$ cat src/rtl/si_resize_serializer_if.sv
// Handshake bundle for the resize serializer.
// One word in, N_CH widened lanes out.
interface si_resize_serializer_if #(
  parameter int N_IN    = 8,
  parameter int N_OUT   = 32,
  parameter int N_CH    = 4,
  parameter int SHIFT_W = 5,
  parameter int CH_W    = (N_CH > 1) ? $clog2(N_CH) : 1
);
  logic                 in_valid;
  logic                 in_ready;
  logic [N_CH*N_IN-1:0] in_data;
  logic                 in_signed;
  logic [SHIFT_W-1:0]   in_shift;
  logic                 out_valid;
  logic                 out_ready;
  logic [N_OUT-1:0]     out_data;
  logic [CH_W-1:0]      out_ch;
  logic                 out_last;

  modport master (
    output in_valid, in_data, in_signed, in_shift,
    output out_ready,
    input  in_ready,
    input  out_valid, out_data, out_ch, out_last
  );

  modport slave (
    input  in_valid, in_data, in_signed, in_shift,
    input  out_ready,
    output in_ready,
    output out_valid, out_data, out_ch, out_last
  );
endinterface

$ cat src/rtl/si_resize_serializer.sv
// Packed-lane serializer: each lane is sign/zero
// extended to N_OUT bits and left-shifted.
module si_resize_serializer #(
  parameter int N_IN    = 8,
  parameter int N_OUT   = 32,
  parameter int N_CH    = 4,
  parameter int SHIFT_W = 5
) (
  input logic                 clk,
  input logic                 rst,
  si_resize_serializer_if.slave bus
);
  localparam int CH_W   = (N_CH > 1) ? $clog2(N_CH) : 1;
  localparam int MAX_SH = N_OUT - N_IN;
  localparam logic [CH_W-1:0] LAST = CH_W'(N_CH - 1);

  typedef enum logic {IDLE, BUSY} state_t;

  state_t               state_q, state_d;
  logic [CH_W-1:0]      lane_q, lane_d;
  logic [N_CH*N_IN-1:0] word_q;
  logic                 sgn_q;
  logic [SHIFT_W-1:0]   sh_q, sh_in;
  logic                 load;
  logic                 busy, is_last, out_fire;
  logic [N_IN-1:0]      lanes [N_CH];
  logic [N_IN-1:0]      cur;
  logic [N_OUT-1:0]     ext;

  assign busy     = (state_q == BUSY);
  assign is_last  = (lane_q == LAST);
  assign out_fire = busy && bus.out_ready;

  assign bus.in_ready  = !busy || (out_fire && is_last);
  assign bus.out_valid = busy;
  assign bus.out_last  = busy && is_last;
  assign bus.out_ch    = busy ? lane_q : '0;
  assign bus.out_data  = busy ? (ext << sh_q) : '0;

  // Clamp so no significant bit can be shifted out.
  always_comb begin
    sh_in = bus.in_shift;
    if (32'(bus.in_shift) > MAX_SH)
      sh_in = SHIFT_W'(MAX_SH);
  end

  for (genvar k = 0; k < N_CH; k++) begin : g_lane
    assign lanes[k] = word_q[k*N_IN +: N_IN];
  end

  assign cur = lanes[lane_q];

  if (N_OUT > N_IN) begin : g_ext
    assign ext = {{(N_OUT-N_IN){sgn_q & cur[N_IN-1]}}, cur};
  end else begin : g_pass
    assign ext = cur;
  end

  // Next-state: walk lanes, reload on the last beat.
  always_comb begin
    state_d = state_q;
    lane_d  = lane_q;
    load    = 1'b0;
    unique case (state_q)
      IDLE: begin
        if (bus.in_valid) begin
          load    = 1'b1;
          lane_d  = '0;
          state_d = BUSY;
        end
      end
      BUSY: begin
        if (out_fire) begin
          if (!is_last) begin
            lane_d = lane_q + CH_W'(1);
          end else if (bus.in_valid) begin
            load   = 1'b1;
            lane_d = '0;
          end else begin
            state_d = IDLE;
          end
        end
      end
      default: state_d = IDLE;
    endcase
  end

  // State, lane index and held word registers.
  always_ff @(posedge clk or posedge rst) begin
    if (rst) begin
      state_q <= IDLE;
      lane_q  <= '0;
      word_q  <= '0;
      sgn_q   <= 1'b0;
      sh_q    <= '0;
    end else begin
      state_q <= state_d;
      lane_q  <= lane_d;
      if (load) begin
        word_q <= bus.in_data;
        sgn_q  <= bus.in_signed;
        sh_q   <= sh_in;
      end
    end
  end
endmodule

$ cat src/flat_wrapper.sv
// flat-port wrapper written by rule: the top's interface ports become plain ports
module si_resize_serializer_flat 
#(
  parameter int N_IN    = 8,
  parameter int N_OUT   = 32,
  parameter int N_CH    = 4,
  parameter int SHIFT_W = 5
)
  (clk, rst, bus_in_valid, bus_in_data, bus_in_signed, bus_in_shift, bus_out_ready, bus_in_ready, bus_out_valid, bus_out_data, bus_out_ch, bus_out_last);
  si_resize_serializer_if #(.N_IN(N_IN), .N_OUT(N_OUT), .N_CH(N_CH), .SHIFT_W(SHIFT_W)) bus_i ();
  input logic clk;
  input logic rst;
  input wire logic [$bits(bus_i.in_valid)-1:0] bus_in_valid;
  input wire logic [$bits(bus_i.in_data)-1:0] bus_in_data;
  input wire logic [$bits(bus_i.in_signed)-1:0] bus_in_signed;
  input wire logic [$bits(bus_i.in_shift)-1:0] bus_in_shift;
  input wire logic [$bits(bus_i.out_ready)-1:0] bus_out_ready;
  output wire logic [$bits(bus_i.in_ready)-1:0] bus_in_ready;
  output wire logic [$bits(bus_i.out_valid)-1:0] bus_out_valid;
  output wire logic [$bits(bus_i.out_data)-1:0] bus_out_data;
  output wire logic [$bits(bus_i.out_ch)-1:0] bus_out_ch;
  output wire logic [$bits(bus_i.out_last)-1:0] bus_out_last;
  assign bus_i.in_valid = bus_in_valid;
  assign bus_i.in_data = bus_in_data;
  assign bus_i.in_signed = bus_in_signed;
  assign bus_i.in_shift = bus_in_shift;
  assign bus_i.out_ready = bus_out_ready;
  assign bus_in_ready = bus_i.in_ready;
  assign bus_out_valid = bus_i.out_valid;
  assign bus_out_data = bus_i.out_data;
  assign bus_out_ch = bus_i.out_ch;
  assign bus_out_last = bus_i.out_last;
  si_resize_serializer #(.N_IN(N_IN), .N_OUT(N_OUT), .N_CH(N_CH), .SHIFT_W(SHIFT_W)) u_core (.clk(clk), .rst(rst), .bus(bus_i));
endmodule
$ cat config.mk
export PLATFORM = sky130hd
export DESIGN_NAME = si_resize_serializer_flat
export DESIGN_NICKNAME = d
export VERILOG_FILES = /design/src/rtl/si_resize_serializer_if.sv /design/src/rtl/si_resize_serializer.sv /design/src/flat_wrapper.sv
export SDC_FILE = /design/constraint.sdc
export NUM_CORES = 1
export LEC_CHECK = 0
export BUFFER_PORTS_ARGS = -buffer_cell sky130_fd_sc_hd__buf_4
export CAP_MARGIN = 20
export CORE_ASPECT_RATIO = 2
export CORE_UTILIZATION = 53
export DETAILED_ROUTE_END_ITERATION = 10
export GPL_TIMING_DRIVEN = 0
export MAX_ROUTING_LAYER = met4
export PLACE_DENSITY = 0.81
export SLEW_MARGIN = 10
export SYNTH_ARGS = -nofsm -noshare
export SYNTH_HDL_FRONTEND = slang
export SYNTH_SLANG_ARGS = --single-unit
$ cat constraint.sdc
create_clock -name clk -period 2.7 [get_ports clk]
set_clock_uncertainty 0.2 [all_clocks]
set_input_delay 0 -clock clk [delete_from_list [all_inputs] [get_ports clk]]
set_output_delay 0 -clock clk [all_outputs]
set_load 0.01 [all_outputs]
==> flow_summary_export.csv <==
group,metric,value,unit
route,drt-initial-drc-count,215,
route,avgViaCountPerCell,6.84,
worst_hold_path,hold_class,"in2async",
timing,maxSlewViolCount,0,
global_route,grt_first_pass_wirelength,16800,µm
power,p_leak,1.95,nW
worst_setup_path,required,2500,ps
synth,syn_area_per_cell,10.1,µm²
worst_setup_path,crit_fanout,6,
finish,nets,463,
timing,worstMarginPinSlew,867,ps
worst_setup_path,crit_path_end_kind,"primary output",
power,power.density,1620,nW/µm²
finish,final_cell_count_no_fill,479,
synth,synth_nets,318,
worst_setup_path,arrival,2820,ps
synth,syn_area,2780,µm²
floorplanning,fp.dieW,53.2,µm
timing,hold_viol,0,
timing,rsz0062_at_grt,"yes",
timing,layout_setup_ws,-317,ps
synth,yosys_warnings,0,
placed_design,gp_congestion,0.940,
clocking,clk_latency,310,ps
synth,synthFlopType,"dfrtp_1",
run,drv_cap,0,
worst_setup_path,worstSetupPathType,"reg2out",
synth,synth_fa_ha_area_share,0.449,%
timing,setup_violations,30,
power,intPower,3.72,mW
synth,seq_area_frac_synth,36.9,%
worst_setup_path,critPathLaunchType,"register",
clocking,cts.clk_slew.worst_paths,80,ps
clocking,cts.path.max_buffers,2,
synth,syn-instance-count,275,
timing,fin_crit,3020,ps
clocking,cts_tree,"done",
synth,yosys_register_bits,41,
power,seq_power_share,17.5,%
placed_design,port_buffers,78,
timing,fin_setup_tns,-4190,ps
route,vias,3276,
route,dr.pass1.iters,9,
synth,synth-edff-count,0,
synth,muxShareOfSynthArea,29.8,%
global_route,grt_pass1_vias,3144,
synth,synth-xor-area-share,0,%
clocking,cts.sinks,41,
global_route,grt-ovfl-total,0,
worst_setup_path,path_cells,"buf_6 -> buf_4 -> mux4_2 -> nand2_1 -> mux4_2 -> mux2_4 -> a21oi_2 -> buf_4",
synth,synth_compound_area_share,16.4,%
worst_setup_path,critPathMaxStageDelay,550,ps
synth,synth_top_family_by_area,"multiplexers",
floorplanning,dieHeight,104,µm
power,comb_power_share,75.2,%
finish,area_growth,61.3,%
clocking,cts-htree-levels,2,
power,total_power,7.27,mW
floorplanning,core_area,5090,µm²
finish,fillers,235,
power,clockPowerShare,7.3,%
synth,ys_types,41,
route,drc_errors,0,
power,switching_share,48.8,%
timing,fin_crit_sh,112,%
timing,max_freq,332,MHz
power,switchingPower,3.55,mW
clocking,numCtsBuffers,5,
worst_setup_path,r2r_cells,6,
synth,async_reset_ff_share,100,%
floorplanning,rows,37,
global_route,antenna_found_initial,0,
route,drtAntennaViolNets,0,
floorplanning,dieArea,5560,µm²
global_route,grt_usage,44.7,%
run_status,violations,"setup timing",
finish,drive_above_1_share,50.1,%
floorplanning,ioPinCount,79,
global_route,grt_max_degree,42,
clocking,cts_root_buffer,"clkbuf_8",
floorplanning,start_util,54.7,%
timing,max_slew_margin,42.1,%
route,routed_wl,13000,µm
worst_setup_path,cp_slowest_cell,"mux4_2",
power,ir_worst_vdd,1.17,mV
synth,yosys.area_share.simple,11.9,%
run_status,status,"finished with violations",
worst_setup_path,r2r_slack,170,ps
route,drt-wirelength-per-cell,27.2,µm
placed_design,dp.cells,411,
finish,num_antenna_cells,0,
placed_design,dpl.hpwl,6610,µm
layout by cell type (no fill, tap or decap), drive strengths merged, types with 2 or more instances in the layout:
cell         netlist  routed
mux4              10      10
dlygate4sd3        0      42
and2               6       6
nand2             22      22
a22o               6       6
mux2i             18      18
buf               10     106
a211oi             5       5
nand3              4       4
clkbuf             8      15
a31oi              3       3
o22ai             12      12
nor2              25      25
o21ai             12      12
mux2              36      36
dfrtp             41      41
nor2b              3       3
o31ai              5       5
clkinv             2       2
inv                7       7
o32ai              2       2
nor3               8       8
a21oi             13      13
nand2b             4       4
a21o               2       2
through the flow:
step	instance area [µm²]	hold WS (ps)	util, %	worst slack (ps)
after floorplan	2780	-91.6	-	307
after global placement	3440	13.4	67.6	-173
after detailed placement	3440	14.1	67.6	-129
after CTS	4250	253	83.4	-246
after global routing	4490	272	88.2	-388
final	4490	256	88.2	-317
worst max-delay path, delay by kind of cell (launching register included):
kind / cells / cell delay, ps
simple gates: 1 / 270
buf+inv: 3 / 420
compound gates: 1 / 130
flops: 1 / 410
mux: 3 / 1280
final cells by class:
| type | count | area (µm²) | share of cell area [%] |
|---|---|---|---|
| Tap cell | 58 | 72.6 | 1.62 |
| Clock buffer | 7 | 86.3 | 1.92 |
| Multi-Input combinational cell | 207 | 1960 | 43.6 |
| Clock inverter | 1 | 30.0 | 0.669 |
| Buffer | 17 | 111 | 2.48 |
| Timing Repair Buffer | 139 | 1170 | 26.1 |
| Sequential cell | 41 | 1030 | 22.9 |
| Inverter | 9 | 33.8 | 0.753 |
power groups by stage:
stage	sequential [mW]	combinational (mW)	clock, mW
floorplan	1.07	2.46	0
global placement	1.13	3.71	0
detailed placement	1.15	3.74	0
CTS	1.16	4.48	0.522
global route	1.26	5.67	0.562
finish	1.27	5.47	0.531
synth_stat cells, types with 2 or more instances:
library cell	instances	area share, %
dfrtp_1	41	37
a21o_1	2	0.54
o32ai_1	2	0.63
buf_1	5	0.67
mux4_2	5	4.0
a31oi_1	3	0.67
nand2_1	22	3.0
a21oi_1	12	2.2
nand3_1	4	0.72
o22ai_1	12	2.7
nor2b_1	3	0.67
inv_1	7	0.94
clkinv_1	2	0.27
o21ai_0	11	2.0
and2_1	6	1.3
a22o_1	6	1.9
mux2_2	36	15
clkbuf_1	8	1.1
mux2i_1	18	6.5
nor3_1	8	1.4
nand2b_1	4	0.90
a211oi_1	5	1.3
buf_2	3	0.54
mux4_1	5	4.7
o31ai_1	5	1.3
nor2_1	25	3.4
per-layer routing:
metal	vias up	GRT usage [%]	routed length [µm]
met3	116	12.6	1140
met1	1550	43.6	4030
met5	-	-	0
li1	1316	-	-
met2	294	69.6	6610
met4	0	35.9	1250
final timing paths:
kind | startpoint | end
min in group clk | bus_in_data[28] | u_core.word_q[28]$_DFFE_PP0P_
setup / recovery | u_core.lane_q[0]$_DFFE_PP0P_ | bus_out_data[25]
hold reg to reg | u_core.word_q[2]$_DFFE_PP0P_ | u_core.word_q[2]$_DFFE_PP0P_
hold / removal | rst | u_core.word_q[9]$_DFFE_PP0P_
max in group asynchronous | rst | u_core.bus.out_valid$_DFF_PP0_
setup reg to reg | u_core.lane_q[1]$_DFFE_PP0P_ | u_core.word_q[6]$_DFFE_PP0P_
flip-flops by register name (all words and copies together), names as in the netlist:
register              flops
u_core.word_q            32
u_core.sh_q               5
u_core.lane_q             2
u_core.bus.out_valid      1
u_core.sgn_q              1
cell families (layout without fill, tap and decap cells):
logic type      count (synthesis)  count (layout)
buf+inv                        27             173
fa+ha+maj                       1               1
flops                          41              41
mux                            64              64
simple gates                   74              74
compound gates                 68              68
what timing repair did:
action	CTS	global route
pin swaps	20	20
gates cloned	1	0
resized for setup	40	56
endpoints found under the setup margin	26	30
endpoints found under the hold margin	82	0
buffers inserted	13	6
hold buffers	42	0
(Power assumes the default switching activity.)
